<file path="src/rtl/mem_pkg.sv">
// Shared definitions for the memory access unit: request size encodings,
// FSM state type and small decode helpers.
package mem_pkg;

    localparam int WORD_BYTES = 4;

    localparam logic [1:0] SZ_BYTE = 2'b00;
    localparam logic [1:0] SZ_HALF = 2'b01;
    localparam logic [1:0] SZ_WORD = 2'b10;

    typedef enum logic [1:0] {
        IDLE = 2'd0,
        RD   = 2'd1,
        WR   = 2'd2,
        RESP = 2'd3
    } memState_t;

    // Size code 11 behaves exactly like a word access.
    function automatic logic [1:0] normSize(input logic [1:0] sz);
        return (sz == 2'b11) ? SZ_WORD : sz;
    endfunction

    // True when the low address bits do not match the natural alignment.
    function automatic logic isMisaligned(input logic [1:0] sz, input logic [1:0] addrLo);
        logic mis;
        mis = 1'b0;
        case (normSize(sz))
            SZ_HALF: mis = addrLo[0];
            SZ_WORD: mis = (addrLo != 2'b00);
            default: mis = 1'b0;
        endcase
        return mis;
    endfunction

endpackage

</file>
<file path="src/rtl/mem_lane_align.sv">
// Combinational lane logic: extracts/extends a byte or half from a memory
// word for loads, and merges store data into the addressed lane(s) for the
// read-modify-write path. Lanes are little-endian; DATA_W is fixed at 32.
module mem_lane_align
    import mem_pkg::*;
#(
    parameter int DATA_W = 32
) (
    input  logic [DATA_W-1:0] word,
    input  logic [1:0]        laneOff,
    input  logic [1:0]        size,
    input  logic              signExt,
    input  logic [DATA_W-1:0] storeData,
    output logic [DATA_W-1:0] loadVal,
    output logic [DATA_W-1:0] mergedWord
);

    localparam int LANE_W = DATA_W / WORD_BYTES;

    logic [LANE_W-1:0]   byteSel;
    logic [2*LANE_W-1:0] halfSel;

    // Select the addressed byte and half of the incoming word.
    always_comb begin
        byteSel = word[7:0];
        case (laneOff)
            2'd0: byteSel = word[7:0];
            2'd1: byteSel = word[15:8];
            2'd2: byteSel = word[23:16];
            2'd3: byteSel = word[31:24];
            default: byteSel = word[7:0];
        endcase
        halfSel = laneOff[1] ? word[31:16] : word[15:0];
    end

    // Right-justify/extend the load value and splice store data into the word.
    always_comb begin
        loadVal    = word;
        mergedWord = storeData;
        case (normSize(size))
            SZ_BYTE: begin
                loadVal    = {{(DATA_W-LANE_W){signExt & byteSel[LANE_W-1]}}, byteSel};
                mergedWord = word;
                case (laneOff)
                    2'd0: mergedWord[7:0]   = storeData[7:0];
                    2'd1: mergedWord[15:8]  = storeData[7:0];
                    2'd2: mergedWord[23:16] = storeData[7:0];
                    2'd3: mergedWord[31:24] = storeData[7:0];
                    default: mergedWord = word;
                endcase
            end
            SZ_HALF: begin
                loadVal    = {{(DATA_W-2*LANE_W){signExt & halfSel[2*LANE_W-1]}}, halfSel};
                mergedWord = word;
                if (laneOff[1]) mergedWord[31:16] = storeData[15:0];
                else            mergedWord[15:0]  = storeData[15:0];
            end
            default: begin
                loadVal    = word;
                mergedWord = storeData;
            end
        endcase
    end

endmodule

</file>
<file path="src/rtl/mem_access_unit.sv">
// Load/store initiator for the DataMemory port set. Sub-word stores are done
// as read-modify-write because the memory only writes whole words.
// Optional macro MEM_MISALIGN_TRAP_EN: misaligned half/word requests skip the
// memory and complete in one cycle with Fault=1.
module mem_access_unit
    import mem_pkg::*;
#(
    parameter int ADDR_W = 32,
    parameter int DATA_W = 32
) (
    input  logic              Clk,
    input  logic              Rst_n,
    input  logic              ReqValid,
    input  logic              ReqWrite,
    input  logic [1:0]        ReqSize,
    input  logic              ReqSigned,
    input  logic [ADDR_W-1:0] ReqAddr,
    input  logic [DATA_W-1:0] ReqWData,
    output logic              ReqReady,
    output logic              RespValid,
    output logic [DATA_W-1:0] RespRData,
    output logic              Fault,
    output logic [ADDR_W-1:0] Address,
    output logic [DATA_W-1:0] WriteData,
    output logic              MemRead,
    output logic              MemWrite,
    input  logic [DATA_W-1:0] ReadData
);

    memState_t         state;
    logic [1:0]        laneQ;
    logic [1:0]        sizeQ;
    logic              signQ;
    logic              writeQ;
    logic [DATA_W-1:0] wdataQ;
    logic [DATA_W-1:0] loadVal;
    logic [DATA_W-1:0] mergedWord;
    logic [1:0]        reqSizeN;
    logic              trapReq;

    assign reqSizeN = normSize(ReqSize);

`ifdef MEM_MISALIGN_TRAP_EN
    logic faultQ;
    assign trapReq = isMisaligned(ReqSize, ReqAddr[1:0]);
    assign Fault   = faultQ;
`else
    assign trapReq = 1'b0;
    assign Fault   = 1'b0;
`endif

    mem_lane_align #(.DATA_W(DATA_W)) uAlign (
        .word       (ReadData),
        .laneOff    (laneQ),
        .size       (sizeQ),
        .signExt    (signQ),
        .storeData  (wdataQ),
        .loadVal    (loadVal),
        .mergedWord (mergedWord)
    );

    // Request FSM; every port output is a register updated here.
    always_ff @(posedge Clk or negedge Rst_n) begin
        if (!Rst_n) begin
            state     <= IDLE;
            ReqReady  <= 1'b1;
            RespValid <= 1'b0;
            RespRData <= '0;
            Address   <= '0;
            WriteData <= '0;
            MemRead   <= 1'b0;
            MemWrite  <= 1'b0;
            laneQ     <= 2'b00;
            sizeQ     <= SZ_BYTE;
            signQ     <= 1'b0;
            writeQ    <= 1'b0;
            wdataQ    <= '0;
`ifdef MEM_MISALIGN_TRAP_EN
            faultQ    <= 1'b0;
`endif
        end else begin
            // Strobes and the response pulse are single-cycle by default.
            RespValid <= 1'b0;
            MemRead   <= 1'b0;
            MemWrite  <= 1'b0;
            case (state)
                IDLE: begin
                    if (ReqValid) begin
                        ReqReady  <= 1'b0;
                        RespRData <= '0;
                        laneQ     <= ReqAddr[1:0];
                        sizeQ     <= reqSizeN;
                        signQ     <= ReqSigned;
                        writeQ    <= ReqWrite;
                        wdataQ    <= ReqWData;
`ifdef MEM_MISALIGN_TRAP_EN
                        faultQ    <= trapReq;
`endif
                        if (trapReq) begin
                            // Misaligned: no memory traffic, Address left untouched.
                            state     <= RESP;
                            RespValid <= 1'b1;
                        end else if (ReqWrite && reqSizeN == SZ_WORD) begin
                            state     <= WR;
                            Address   <= {ReqAddr[ADDR_W-1:2], 2'b00};
                            WriteData <= ReqWData;
                            MemWrite  <= 1'b1;
                        end else begin
                            // Loads and sub-word stores both start with a read.
                            state     <= RD;
                            Address   <= {ReqAddr[ADDR_W-1:2], 2'b00};
                            MemRead   <= 1'b1;
                        end
                    end
                end
                RD: begin
                    if (writeQ) begin
                        state     <= WR;
                        WriteData <= mergedWord;
                        MemWrite  <= 1'b1;
                    end else begin
                        state     <= RESP;
                        RespRData <= loadVal;
                        RespValid <= 1'b1;
                    end
                end
                WR: begin
                    state     <= RESP;
                    RespValid <= 1'b1;
                end
                RESP: begin
                    state    <= IDLE;
                    ReqReady <= 1'b1;
`ifdef MEM_MISALIGN_TRAP_EN
                    faultQ   <= 1'b0;
`endif
                end
                default: begin
                    state    <= IDLE;
                    ReqReady <= 1'b1;
                end
            endcase
        end
    end

endmodule

</file>
<file path="config.mk">
export PLATFORM = sky130hd
export DESIGN_NAME = mem_access_unit
export DESIGN_NICKNAME = d
export VERILOG_FILES = /design/src/rtl/mem_pkg.sv /design/src/rtl/mem_lane_align.sv /design/src/rtl/mem_access_unit.sv
export SDC_FILE = /design/constraint.sdc
export NUM_CORES = 1
export LEC_CHECK = 0
export ABC_AREA = 1
export CAP_MARGIN = 30
export CORE_ASPECT_RATIO = 1.25
export CORE_UTILIZATION = 45
export CTS_CLUSTER_SIZE = 14
export DETAILED_ROUTE_END_ITERATION = 10
export GPL_TIMING_DRIVEN = 0
export PLACE_DENSITY = 0.82
export SLEW_MARGIN = 20
export SYNTH_ARGS = -nofsm -noshare
export SYNTH_HDL_FRONTEND = slang
export SYNTH_SLANG_ARGS = --single-unit
</file>
<file path="constraint.sdc">
create_clock -name Clk -period 2.4 [get_ports Clk]
set_clock_uncertainty 0.15 [all_clocks]
set_input_delay 0.36 -clock Clk [delete_from_list [all_inputs] [get_ports Clk]]
set_output_delay 0.36 -clock Clk [all_outputs]
set_load 0.005 [all_outputs]
</file>
==> run metrics <==
CTS max path bufs=2; Design Area, Final=roughly 10000 um^2; CP Depth=10; Final Hold Fails=0; largest net degree at the start of global routing=a little under 100; detailed placer's ending HPWL=around 18 mm; RSZ-0062 raised after global routing=yes; root buffer cell=clkbuf_16; wirelength, routed=~23 mm; CP Class=register to register; worst relative slew slack=57.3%; Yosys warning count=0; initial core utilization=46.6%; synth unique cells=28; initial antenna violation count=0; Port Buffer Count=200; GPL Wtd Cong=between 0.9 and 1; ratio of cells with drive above 1 in the final layout=under 10%; ANT nets after route=0; total grt overflow=0; Tcrit/Tclk final=~95%; Post-DP Area=approximately 9400 um^2; Rows=50; total clock sinks=138; Crit path top cell by count=nand2_1; cell type with the largest total area after synthesis=dfrtp_1; Routed wire per std cell=~17 um; first-pass GRT wire length=37.2 mm; drt pass-1 iters=5; startpoint types=register; Die H=142 um; share of the synthesized area in the top cell type=about 48%; vias=between 7000 and 8000; Tot Pwr=about 0.014 W; sequential fraction of the synthesis area=48.8%; H-tree level count=4; CP Data Required Time=about 2.5 ns; CTS tree=done; critical path's slowest cell=dfrtp_1; worst-skew pair later-pin latency=~0.42 ns; CP Cell Sequence=inv_1, ha_1, nand2_1, o21ai_1, nor2_2, inv_2, buf_4, buf_4, nand2_1, nand2_1; Die Wd=about 110 um; maximum VDD drop=~0.00065 V; synthesized area=about 7000 um^2; fmax=439 MHz; synth top area cells=dfrtp_1, nand2_1, a21oi_1; hold_ws=roughly 0.27 ns; residual DRC count=0; post-DR vias/cell=5.19; ANT cells=0; power per cell area=around 1400 nW/um^2; vias in the first global route=between 7000 and 8000; Critical Path End Type=register; Die ar.=16200 um^2; Final setup viols=0; clk slew on worst S/H paths=~0.06 ns; outcome=finished clean; Post-Synthesis Cells=just under 1000; delay-heaviest family, CP=simple AND/OR/NAND/NOR gates; CP bufs+invs=4; CTS Buf Count=17; placed cell count=between 1000 and 1500; Synth Register Bits=138; FF-to-FF path depth=10; setup repair bufs after CTS=0; Max-cap violations=0; initial DRC count=612; Slew @ Worst Pin=0.640 ns; gr usage total=between 20 and 30%; crit path time final=~2.3 ns; Slew Limit Fails=0; total core area=roughly 15000 um^2; CP max FO=10; Finished Layout Cells=around 1400; Hold Crit Class=primary input to async pin; Pleak=around 4.9 nW; Nets=~1300; IO Count=between 200 and 250; crit path DAT=roughly 2.4 ns; Syn Area/Cell=approximately 7.3 um^2; Area Overhead vs Synth=41.3%; slowest stage delay, CP=roughly 0.38 ns
Yosys cell counts, drive strengths merged:
cell,instances
nand2,413
inv,86
o21bai,1
conb,1
o21ai,87
nand3,28
o221ai,8
a22o,1
nand4,8
dfstp,1
nor2,47
dfrtp,137
ha,4
o211ai,14
buf,29
a21oi,77
o22ai,1
clkbuf,24
layout by cell type, fill, tap and decap left out, types with 2 or more instances in the layout:
cell type          n
nand3_1           26
clkdlybuf4s50_1  199
inv_2             13
dfrtp_1          137
bufinv_16          3
inv_8              2
nand3_4            2
conb_1             3
o21ai_0           62
clkinvlp_4         2
nand2_2            2
inv_1             73
buf_4              9
clkbuf_16         17
nand2_1          410
o211ai_1          14
nor2_2             3
buf_2             18
o21ai_1           25
nor2_1            43
clkbuf_1          24
o221ai_1           8
inv_6              6
a21oi_1           76
ha_1               4
nand4_1            8
stage by stage:
step	setup WS [ns]	TNS [ns]	utilization, %
after floorplan	0.578	0	-
after global placement	-4.55	-623.75	61.5
after detailed placement	0.0528	0	61.7
after CTS	0.158	0	65.8
after global routing	-0.0444	-0.295	65.8
final	0.124	0	65.8
final timing paths:
kind                            slack, ns         start            to
worst min-delay path                 0.27         Rst_n       MemRead
min in group Clk                     0.32   ReqAddr[13]   Address[13]
max in group asynchronous            1.04         Rst_n     wdataQ[6]
worst max-delay path                 0.12      state[0]  WriteData[8]
worst max register to register       0.12      state[0]  WriteData[8]
worst min register to register       0.33  RespRData[1]  RespRData[1]
registers in the layout, indices dropped and copies added (netlist names), 2 cells and up:
name / flops
state: 2
wdataQ: 32
WriteData: 32
laneQ: 2
RespRData: 32
sizeQ: 2
Address: 30
metal layers:
| metal | GRT usage, % | up-vias | share of wire, % |
|---|---|---|---|
| met5 | 0 | - | 0 |
| met4 | 13.1 | 0 | 3.7 |
| met3 | 6.05 | 65 | 7.6 |
| met2 | 50.0 | 369 | 49 |
| met1 | 36.6 | 3366 | 40 |
| li1 | - | 3513 | - |
worst register-to-register path, cell delays in order (launching register included):
cell and delay [ns]:
dfrtp_1 0.38, inv_1 0.09, ha_1 0.27, nand2_1 0.19, o21ai_1 0.13, nor2_2 0.34
inv_2 0.08, buf_4 0.19, buf_4 0.19, nand2_1 0.07, nand2_1 0.06
where the power goes:
group / switching, W / leakage (nW) / internal (W)
clock network: 0.00111 / 0.295 / 0.00166
logic: 0.00385 / 2.89 / 0.00291
registers: 0.000734 / 1.74 / 0.00344
total: 0.00569 / 4.93 / 0.00801
timing repair:
item                                    CTS  global route
gates resized for setup                   0             1
endpoints found under the setup margin    0            17
hold buffers                              1             0
hold endpoints to repair                 42             0
cell type report:
type                       instances  area [um^2]
fill                            1314         5200
sequential                       138         3450
multi-input combinational        692         3050
timing repair buffer             202         2040
clock buffer                      17          425
inverter                          86          323
tap                              208          260
buffer                            53          256
clock inverter                    14          185
cells by family after synthesis:
logic type                 synth area share, %
DFF                                       48.8
other                                   0.0530
and+or+nand+nor                           27.8
adders and majority gates                0.707
AOI/OAI and AO/OA                         14.4
buffers and inverters                     8.17
Power figures use the tool's default switching activity.
